[config.mk]
export PLATFORM = sky130hd
export DESIGN_NAME = cpe_lsu
export DESIGN_NICKNAME = d
export VERILOG_FILES = /design/src/rtl/cpe_lsu.sv
export SDC_FILE = /design/constraint.sdc
export NUM_CORES = 1
export LEC_CHECK = 0
export CORE_UTILIZATION = 48
export DETAILED_ROUTE_END_ITERATION = 10
export PLACE_DENSITY = 0.86
export SLEW_MARGIN = 20
export SYNTH_ARGS = -nofsm -noshare
export SYNTH_HDL_FRONTEND = slang
export SYNTH_SLANG_ARGS = --single-unit
[constraint.sdc]
create_clock -name clk_w_i -period 2.82 [get_ports clk_w_i]
set_input_delay 0.282 -clock clk_w_i [delete_from_list [all_inputs] [get_ports clk_w_i]]
set_output_delay 0.282 -clock clk_w_i [all_outputs]
set_load 0.01 [all_outputs]
[src/rtl/cpe_lsu.sv]
// ============================================================================
// Module      : cpe_lsu
// Description : Multi-cycle load/store unit with lane alignment, extension,
//               misalign/illegal-size detection and bus timeout.
// Revision    : 1.0 - initial release
// ============================================================================
`default_nettype none

module cpe_lsu #(
    parameter int XLEN    = 32,
    parameter int ADDR_W  = 32,
    parameter int TIMEOUT = 255
) (
    input  logic                clk_w_i,
    input  logic                res_w_i_l,
    input  logic                lsu_req_w_i_h,
    input  logic                lsu_we_w_i_h,
    input  logic [2:0]          funct_3_w_i,
    input  logic [ADDR_W-1:0]   addr_w_i,
    input  logic [XLEN-1:0]     wr_data_w_i,
    output logic                stall_w_o_h,
    output logic                done_w_o_h,
    output logic [XLEN-1:0]     rd_data_w_o,
    output logic [1:0]          err_w_o,
    output logic                mem_req_w_o_h,
    output logic                mem_we_w_o_h,
    output logic [ADDR_W-1:0]   mem_addr_w_o,
    output logic [XLEN/8-1:0]   mem_be_w_o,
    output logic [XLEN-1:0]     mem_wr_data_w_o,
    input  logic                mem_ack_w_i_h,
    input  logic [XLEN-1:0]     mem_rd_data_w_i
);

    localparam int c_BYTES = XLEN / 8;
    localparam int c_OFF_W = $clog2(c_BYTES);
    localparam int c_CNT_W = $clog2(TIMEOUT + 1);
    localparam logic [c_CNT_W-1:0] c_CNT_LAST = c_CNT_W'(TIMEOUT - 1);

    localparam logic [1:0] c_ST_IDLE = 2'd0;
    localparam logic [1:0] c_ST_BUSY = 2'd1;
    localparam logic [1:0] c_ST_DONE = 2'd2;

    logic [1:0]         r_state;
    logic [1:0]         w_next;
    logic [c_CNT_W-1:0] r_cnt;
    logic               r_we;
    logic [2:0]         r_funct3;
    logic [ADDR_W-1:0]  r_addr;
    logic [c_BYTES-1:0] r_be;
    logic [XLEN-1:0]    r_wdata;
    logic [c_OFF_W-1:0] r_off;
    logic [XLEN-1:0]    r_rd_data;
    logic [1:0]         r_err;

    logic [3:0]         w_nbytes;
    logic [c_OFF_W-1:0] w_off;
    logic [c_OFF_W-1:0] w_lo_mask;
    logic               w_illegal;
    logic               w_misalign;
    logic [1:0]         w_err;
    logic [c_BYTES-1:0] w_be_base;
    logic [c_BYTES-1:0] w_be;
    logic [XLEN-1:0]    w_wdata_sh;
    logic [XLEN-1:0]    w_wdata;
    logic [ADDR_W-1:0]  w_addr_al;

    logic [XLEN-1:0]    w_rd_shift;
    logic [6:0]         w_load_bits;
    logic               w_sign;
    logic               w_sign_fill;
    logic [XLEN-1:0]    w_load;

    // Request decode; the size mask is taken modulo the word so an oversize
    // access only matters through the illegal flag, which has priority.
    always_comb begin
        w_nbytes   = 4'd1 << funct_3_w_i[1:0];
        w_off      = addr_w_i[c_OFF_W-1:0];
        w_lo_mask  = w_nbytes[c_OFF_W-1:0] - c_OFF_W'(1);
        w_illegal  = (funct_3_w_i == 3'b111) | (lsu_we_w_i_h & funct_3_w_i[2]) |
                     (int'(w_nbytes) > c_BYTES);
        w_misalign = |(w_off & w_lo_mask);
        w_err      = w_illegal ? 2'b10 : (w_misalign ? 2'b01 : 2'b00);
        w_be_base  = '0;
        for (int b = 0; b < c_BYTES; b++) begin
            w_be_base[b] = (b < int'(w_nbytes));
        end
        w_be       = w_be_base << w_off;
        w_wdata_sh = wr_data_w_i << {w_off, 3'b000};
        w_wdata    = '0;
        for (int b = 0; b < c_BYTES; b++) begin
            w_wdata[8*b +: 8] = w_be[b] ? w_wdata_sh[8*b +: 8] : 8'h00;
        end
        w_addr_al  = {addr_w_i[ADDR_W-1:c_OFF_W], {c_OFF_W{1'b0}}};
    end

    always_comb begin
        w_rd_shift  = mem_rd_data_w_i >> {r_off, 3'b000};
        w_load_bits = 7'd8 << r_funct3[1:0];
        case (r_funct3[1:0])
            2'b00:   w_sign = w_rd_shift[7];
            2'b01:   w_sign = w_rd_shift[15];
            2'b10:   w_sign = w_rd_shift[31];
            default: w_sign = w_rd_shift[XLEN-1];
        endcase
        w_sign_fill = w_sign & ~r_funct3[2];
        w_load      = '0;
        for (int i = 0; i < XLEN; i++) begin
            w_load[i] = (i < int'(w_load_bits)) ? w_rd_shift[i] : w_sign_fill;
        end
    end

    always_ff @(posedge clk_w_i or negedge res_w_i_l) begin
        if (!res_w_i_l) begin
            r_state <= c_ST_IDLE;
        end else begin
            r_state <= w_next;
        end
    end

    always_comb begin
        w_next = r_state;
        case (r_state)
            c_ST_IDLE: begin
                if (lsu_req_w_i_h) begin
                    w_next = (w_err != 2'b00) ? c_ST_DONE : c_ST_BUSY;
                end
            end
            c_ST_BUSY: begin
                if (mem_ack_w_i_h || (r_cnt == c_CNT_LAST)) begin
                    w_next = c_ST_DONE;
                end
            end
            c_ST_DONE: w_next = c_ST_IDLE;
            default:   w_next = c_ST_IDLE;
        endcase
    end

    always_comb begin
        mem_req_w_o_h = (r_state == c_ST_BUSY);
        done_w_o_h    = (r_state == c_ST_DONE);
        stall_w_o_h   = ((r_state == c_ST_IDLE) & lsu_req_w_i_h) | (r_state == c_ST_BUSY);
    end

    // Access context is captured once on acceptance so the bus sees stable values.
    always_ff @(posedge clk_w_i or negedge res_w_i_l) begin
        if (!res_w_i_l) begin
            r_cnt     <= '0;
            r_we      <= 1'b0;
            r_funct3  <= 3'b000;
            r_addr    <= '0;
            r_be      <= '0;
            r_wdata   <= '0;
            r_off     <= '0;
            r_rd_data <= '0;
            r_err     <= 2'b00;
        end else begin
            case (r_state)
                c_ST_IDLE: begin
                    if (lsu_req_w_i_h) begin
                        if (w_err != 2'b00) begin
                            r_err     <= w_err;
                            r_rd_data <= '0;
                        end else begin
                            r_we     <= lsu_we_w_i_h;
                            r_funct3 <= funct_3_w_i;
                            r_addr   <= w_addr_al;
                            r_be     <= w_be;
                            r_wdata  <= w_wdata;
                            r_off    <= w_off;
                            r_cnt    <= '0;
                        end
                    end
                end
                c_ST_BUSY: begin
                    if (mem_ack_w_i_h) begin
                        r_rd_data <= r_we ? '0 : w_load;
                        r_err     <= 2'b00;
                    end else if (r_cnt == c_CNT_LAST) begin
                        r_rd_data <= '0;
                        r_err     <= 2'b11;
                    end else begin
                        r_cnt <= r_cnt + c_CNT_W'(1);
                    end
                end
                default: begin
                end
            endcase
        end
    end

    assign rd_data_w_o     = r_rd_data;
    assign err_w_o         = r_err;
    assign mem_we_w_o_h    = r_we;
    assign mem_addr_w_o    = r_addr;
    assign mem_be_w_o      = r_be;
    assign mem_wr_data_w_o = r_wdata;

endmodule

`default_nettype wire

Word level (Yosys, flattened, before mapping)
Cells that the tools add are included.
{"block": "totals", "word_cells": 144, "in_bits": 104, "output_inout_bits": 106, "register_bits": 116}
{"block": "op_classes", "bitwise_logic": 9, "n_mux": 59, "reduce_logical": 10, "add_sub_neg": 2, "shift": 5, "magnitude_cmp": 37, "n_eq_ne": 12}
{"operator": "32-bit two-way mux", "count": 5}
{"operator": "5-bit by 7-bit less-than comparator with 1-bit output, first input constant", "count": 16}
{"operator": "8-bit two-way mux", "count": 8}
{"operator": "32-bit case mux with 2 select lines", "count": 1}
{"operator": "4-bit by 7-bit less-than comparator with 1-bit output, first input constant", "count": 8}
{"operator": "1-bit two-way mux", "count": 33}
{"operator": "32-bit by 5-bit << shifter with 32-bit output", "count": 1}
{"operator": "32-bit by 5-bit >> shifter with 32-bit output", "count": 1}
{"operator": "3-bit by 7-bit less-than comparator with 1-bit output, first input constant", "count": 4}
{"operator": "2-bit two-way mux", "count": 8}
{"operator": "8-bit case mux with 2 select lines", "count": 1}
{"operator": "1-bit by 7-bit less-than comparator with 1-bit output, first input constant", "count": 2}
{"operator": "2-bit by 7-bit less-than comparator with 1-bit output, first input constant", "count": 2}
{"operator": "8-bit by 1-bit adder with 8-bit output, second input constant", "count": 1}
{"operator": "8-bit equality test, second input constant", "count": 1}
{"operator": "1-bit by 4-bit less-than comparator with 1-bit output, first input constant", "count": 2}
{"operator": "2-bit by 4-bit less-than comparator with 1-bit output, first input constant", "count": 2}
{"operator": "2-bit != test, second input constant", "count": 4}
{"operator": "2-bit case mux with 2 select lines", "count": 2}
{"operator": "4-bit by 2-bit << shifter with 7-bit output, first input constant", "count": 1}
{"operator": "5-bit AND reduction", "count": 1}
{"operator": "2-bit by 1-bit equality test with 1-bit output, second input constant", "count": 2}
{"operator": "4-bit by 3-bit > comparator with 1-bit output, second input constant", "count": 1}
{"operator": "2-bit zero test", "count": 2}
{"operator": "other kinds (18)", "count": 25}

Depth between registers and ports, before layout
{"block": "depth", "ltp_word": 10, "depth_mapped": 7, "depth_no_buf": 7}

Least setup slack after synthesis
OpenSTA, ideal clock, no wires.
{"block": "synth_timing", "path_kind": "register -> register", "from": "reg r_cnt[0]", "to": "reg r_rd_data[27], in the netlist rd_data_w_o[27]", "arrival_time_ps": 1619, "path_slack_ps": 1075, "path_stages_with_launch": 8, "required_ps": 2694, "n_path_buf": 1, "setup_time_ps": 126, "synth_period_minus_slack_ps": 1745, "path_cell_list": "dfrtp_1 > inv_1 > ha_1 > nand3_1 > o21ai_4 > nand3_4 > buf_6 > a221o_1"}
{"block": "synth_via", "elab_chain_cells": 3}
{"item": "start, declared", "line": "45", "text": "logic [c_CNT_W-1:0] r_cnt;"}
{"item": "start signal, assigned", "line": "182", "text": "r_cnt <= r_cnt + c_CNT_W'(1);"}
{"item": "8-bit equality test", "line": "178", "text": "end else if (r_cnt == c_CNT_LAST) begin"}
{"item": "3-bit by 1-bit != test with 1-bit output (no line)"}
{"item": "4-bit AND reduction (no line)"}
{"item": "end signal, assigned", "line": "176", "text": "r_rd_data <= r_we ? '0 : w_load;"}
{"item": "end, declared", "line": "52", "text": "logic [XLEN-1:0] r_rd_data;"}
Every way passes these cells.
A chain may end at the register's enable or synchronous reset.

Final worst setup path
{"block": "layout_timing", "from": "reg r_cnt[0]", "to": "reg r_err[1], in the netlist err_w_o[1]"}
{"block": "layout_via", "elab_chain_cells": 3}
{"item": "8-bit equality test", "line": "178"}
{"item": "3-bit by 1-bit != test with 1-bit output (no line)"}
{"item": "4-bit AND reduction (no line)"}
{"item": "end signal, assigned", "line": "161", "text": "r_err <= w_err;"}
{"item": "end, declared", "line": "53", "text": "logic [1:0] r_err;"}
Every way passes these cells.

==> flow_summary.yaml <==
routing:
  drc_errors: 0
  vias_per_cell: 5.81
  ant_nets: 0
  dr.first_iter.drc_count: 247
  vias: 4747
  wire_per_inst_um: 20.5
  dr.pass1.iters: 5
  totalWireLength_mm: 16.7
setup_path:
  critPathLaunchType: "flop"
  cp.required_ps: 3110
  arrival_ps: 2530
  max_stage_delay_ps: 420
  crit_chain: "inv_1 -> ha_1 -> nand3_1 -> o21ai_4 -> nand3_4 -> inv_1 -> mux2_1"
  crit_path_end_kind: "flop"
  crit_top_cell: "inv_1"
  critPathSlowestCell: "dfrtp_1"
  criticalPathCategory: "reg2reg"
  crit_fanout: 34
global_routing:
  use_met3: 0.0825
  gr-usage-met1: 0.354
  grt_max_degree: 68
  grt_pass1_wl_mm: 25.6
  grt_pass1_vias: 4808
  grt_usage: 0.290
  gr-max-usage-layer: "met2"
  grtUsageMet2: 0.476
  antenna_found_initial: 0
  grt-ovfl-total: 0
yosys:
  synth.most_common_cell: "dfrtp_1"
  synth_compound_area_frac: 0.176
  syn_inst: 460
  synth_edf_count: 0
  seq_area_frac_synth: 0.527
  synth-main-ff-cell: "dfrtp_1"
  ys_ff_latch: 116
  ys_async_sr_fraction: 1.00
  synth_top_cell_area_share: 0.527
  yosys.area_share.adder: 0.00454
  synth.distinct_cells: 59
  synth_top_family_by_area: "compound AO/OA/AOI/OAI gates"
  synth_mux_area_frac: 0.156
  synth.area.top_cells: "dfrtp_1 (53%), mux2_2 (7.1%), mux2i_1 (6.0%)"
  yosysTopAreaCell: "dfrtp_1"
  synth.avg_cell_area_um2: 12.0
  yosys_warnings: 0
  syn_area_um2: 5510
  synth-simple-area-share: 0.0874
  synth_common_cells: "dfrtp_1 (116), o21ai_0 (39), mux2_2 (35)"
  synth_xor_area_frac: 0.00953
cts:
  cts_inserted_buffers: 17
  clkTransAtPathRegs_ps: 50
  cts_tree: "yes"
  cts_root_buf: "clkbuf_16"
  clk_latency_ps: 410
  clockBufferDepth: 2
  cts_resized: 0
  cts_sinks: 116
  htreeDepth: 4
timing:
  period_share: 0.793
  worst_pin_slew_ps: 686
  slew_violations: 0
  finalHoldViolations: 0
  period_needed_ps: 2240
  max_freq_mhz: 447
  setup_viol: 0
  fin_worst_skew_ps: 6.74
  rsz0062_at_grt: "no"
  max_slew_margin: 0.543
  setup_tns_ps: 0
power_and_ir_drop:
  switching_share: 0.300
  leakagePower_uw: 0.00365
  p_seq_frac: 0.351
  p_total_uw: 7000
  clkPwrFrac: 0.309
  powerDensity_nw_per_um2: 847
  p_int_uw: 4900
  peakVddDrop_v: 0.000482
  net-switching-power_uw: 2100
  combPwrFrac: 0.340
floorplanning:
  die_h_um: 109
  fp.dieW_um: 109
  die_area_um2: 11900
  initial_core_util: 0.500
  core_area_um2: 11000
  rows: 38
  io_pins: 210
final_layout:
  diodes: 0
  syn_to_final_growth_pct: 49.9
  drive_gt1_frac: 0.133
  final_cells: 817
  final_nets: 770
  nFillCells: 767
min_path:
  hold_path_class: "in2async"
place:
  numPlacedInstances: 784
  dp_hpwl_mm: 11.8
  gp_congestion: 0.869
  io_buffer_count: 207
outcome:
  status: "complete, no violations"
run:
  maxCapViolCount: 0
power groups by stage:
| stage | clock network [uW] | logic, uW | registers [uW] |
|---|---|---|---|
| 4_1_cts | 2180 | 2400 | 2450 |
| 5_1_grt | 2260 | 2540 | 2510 |
| 3_3_place_gp | 0 | 2310 | 2450 |
| 3_5_place_dp | 0 | 2370 | 2460 |
| 6_report | 2160 | 2380 | 2460 |
| 2_1_floorplan | 0 | 962 | 2570 |
cells by family after synthesis:
logic type	count (synthesis)
buffers and inverters	39
other	1
adder cells (fa/ha/maj)	2
AO/OA/AOI/OAI	131
flip-flops	116
multiplexers	79
XOR/XNOR	6
AND/OR/NAND/NOR	86
routing by layer:
metal / wire length [um] / up-vias
met5: 0 / -
met4: 463 / 0
met3: 1400 / 35
met2: 8370 / 234
met1: 6490 / 2367
li1: - / 2111
area by class of cell:
cell class / instances / area, um^2 / area share
clock buffer: 22 / 464 / 0.0562
clock inverter: 10 / 130 / 0.0157
inverter: 5 / 18.8 / 0.00227
multi-input combinational: 306 / 2410 / 0.291
sequential: 116 / 2900 / 0.351
tap: 140 / 175 / 0.0212
timing repair buffer: 218 / 2170 / 0.262
critical path, delay by kind of cell, from the launching register on:
family                     cells  cell delay [ps]
and+or+nand+nor                2              610
DFF                            1              420
AOI/OAI and AO/OA              1              320
muxes                          1              320
buffers and inverters          2              300
adders and majority gates      1              150
state kept, by name (all words and copies together), names as in the netlist:
| signal | count |
|---|---|
| r_funct3 | 3 |
| r_off | 2 |
| err_w_o | 2 |
| mem_be_w_o | 4 |
| r_state | 2 |
| mem_we_w_o_h | 1 |
| r_cnt | 8 |
| mem_wr_data_w_o | 32 |
| rd_data_w_o | 32 |
| mem_addr_w_o | 30 |
metrics by stage:
step	setup slack (ps)	area, um^2	hold WS, ps	util
2_1_floorplan	1080	5520	-13.6	-
3_3_place_gp	574	7660	341	0.695
3_5_place_dp	510	7660	350	0.695
4_1_cts	587	8270	465	0.749
5_1_grt	430	8270	468	0.749
6_report	585	8270	449	0.749
timing repair:
item / 4_1_cts / 5_1_grt
setup buffers: 0 / 0
hold buffers: 1 / 0
endpoints found under the hold margin: 49 / 0
layout by cell type (no fill, tap or decap), drive strengths merged, types with 4 or more instances in the layout:
master	instances
a211o	15
a21oi	13
a221o	8
a22o	25
a32o	7
buf	11
clkbuf	22
clkdlybuf4s50	206
clkinv	5
dfrtp	116
inv	5
mux2	44
mux2i	34
nand2	27
nand3	4
nor2	21
nor2b	9
o21ai	43
o2bb2ai	8
xor2	6
final timing paths:
kind                          startpoint                   to  slack, ps  depth (start not counted)
min in group clk_w_i        addr_w_i[22]     mem_addr_w_o[22]        480                          2
hold reg to reg            mem_be_w_o[0]        mem_be_w_o[0]        480                          1
setup reg to reg                r_cnt[0]           err_w_o[1]        580                          7
setup / recovery                r_cnt[0]           err_w_o[1]        580                          7
max in group asynchronous      res_w_i_l  mem_wr_data_w_o[24]       1590                          3
hold / removal                 res_w_i_l          r_funct3[2]        450                          2
No activity file was read; power rests on OpenSTA's default activity.
==> edit, RTL diff (same flow settings) <==
Put one more register stage on the output `err_w_o`, with the module's reset. The value now appears one clock later. The other outputs are not delayed to match.
--- a/src/rtl/cpe_lsu.sv
+++ b/src/rtl/cpe_lsu.sv
@@ -190,5 +190,11 @@
 
     assign rd_data_w_o     = r_rd_data;
-    assign err_w_o         = r_err;
+    always_ff @(posedge clk_w_i or negedge res_w_i_l) begin
+        if (!res_w_i_l) begin
+            err_w_o <= '0;
+        end else begin
+            err_w_o <= r_err;
+        end
+    end
     assign mem_we_w_o_h    = r_we;
     assign mem_addr_w_o    = r_addr;
Check against the original RTL: not equivalent (a bounded check fails within 4 cycles, from zero or initial values).
==> edit against the original RTL <==
- design area grew 0.29%
- maximum frequency grew 7.0%
- global-route usage down 2.4 points
- combinational power down 5%
- die area down 0.58%
- non-clock buffer count increased by 2
- setup slack improved by 150 ps
- wire length is 7.7% lower
- sequential cell count up 2
- total power is 2.4% lower
- clock skew hardly changed
- critical path depth fell by 2
- synthesized area decreased by 0.59%
- critical endpoint is now rd_data_w_o[19]
- largest power group unchanged
==> edit: results (changes against the original RTL) <==
Global routing
  – Routing usage on met3: 9.38% (+1.1 points)
  – Met2 GRT Util: 44.9% (-2.7 points)
  – All-Layer GR Usage: 26.7% (-2.4 points)
  – First-pass GRT wire length: 23,600 µm (-7.8%)
  – Vias in the first global route: 4,584 (-4.7%)
  – Pin count of the biggest net entering global routing: 64 (-5.9%)
  – Routing usage on met1: 32.3% (-3.1 points)

Power
  – Int Power: 4.78 mW (-2.4%)
  – Clk pwr share: 31.1% (+0.2 points)
  – Leakage dissipation: 3.57 nW (-2.1%)
  – Peak supply drop: 0.491 mV (+1.8%)

Setup path
  – Setup slack, reg-to-reg: 730 ps (+150 ps)
  – Crit-path max FO: 16 (-53%)
  – RR Endpoint: rd_data_w_o[19]
  – Reg-to-reg critical path startpoint: r_off[1]
  – Reg2Reg Depth: 5 (-2)
  – CP arrival: 2420 ps (-110 ps)

Clock tree
  – Hold_buf cts: 1 (unchanged)
  – CTS Root Cell: clkbuf_16
  – Clk_lat worst skew: 400 ps

Yosys
  – Seq/Total Area, Yosys: 53.9% (+1.2 points)
  – Asr flop ratio synth: 100% (unchanged)
  – Top cells by area, synth: dfrtp_1, mux2_2, mux2i_1
  – Synth cell types: 48 (-19%)
  – Post-synth top cells: dfrtp_1, nand2_1, mux2_2

Route
  – Total wire length: 15,400 µm (-7.7%)
  – First DRT Iteration DRCs: 296 (+20%)
  – TritonRoute pass-1 iters: 4 (-1)
  – Via-to-Cell Ratio: 5.57 (-4.2%)

Cells and area
  – Fin nets: 784 (+1.8%)
  – Layout fillers: 687 (-10%)
  – Share of cells above drive strength 1: 15.5% (+2.2 points)

Status
  – Status: finished, final reports clean

STA
  – Worst-Margin Slew: 929 ps (+243 ps)
  – Setup Skew: 6.75 ps (+0.0159 ps)

Hold path
  – Hold WC Path Type: reg -> reg

Placement
  – GPL Wtd Cong: 0.880 (+1.2%)
  – HPWL after DPL: 11,000 µm (-7.6%)
[edit: stage by stage]
stage	utilization (%)	worst slack (ps)	power, mW	area (µm²)	instances
floorplan	-	975	3.46	5480	474
finish	75.5	731	6.83	8290	831
detailed placement	70.0	500	4.72	7690	798
CTS	75.5	783	6.88	8290	831
global placement	70.0	561	4.64	7690	798
global route	75.5	616	7.18	8290	831
[edit: worst min-delay path by stage]
stage	end	slack, ps	depth (start not counted)
global placement	err_w_o[1]	360	0
CTS	err_w_o[0]	400	0
detailed placement	err_w_o[0]	380	0
floorplan	err_w_o[0]	-10	0
global route	err_w_o[1]	410	0
finish	err_w_o[0]	390	0
[edit: worst max-delay path, cell delays in order, from the launching register on]
cell,delay (ps)
dfrtp_1,440
nor2b_1,530
a2bb2oi_1,230
a2111oi_4,390
buf_4,270
a221o_1,160
[edit: routing by layer]
layer  share of wire, %  vias up
li1                   -     2152
met2                 50      226
met5                  0        -
met4               0.98        0
met3                 10       15
met1                 39     2233
[edit: final cells by class]
type / instances / share of cell area [%]
multi-input combinational: 316 / 28.3
inverter: 5 / 0.226
clock buffer: 19 / 5.34
clock inverter: 13 / 1.75
sequential: 118 / 35.6
tap: 140 / 2.11
timing repair buffer: 220 / 26.6
[edit: logic make-up (layout without fill, tap and decap cells)]
family | Yosys count | in the layout | synth area share [%]
AOI/OAI and AO/OA | 124 | 124 | 16.6
xor gates and xnor gates | 2 | 2 | 0.320
adders and majority gates | 2 | 2 | 0.457
buffers and inverters | 40 | 257 | 3.36
DFF | 118 | 118 | 53.9
muxes | 80 | 80 | 16.0
other | 1 | 2 | 0.0684
and+or+nand+nor | 106 | 106 | 9.36
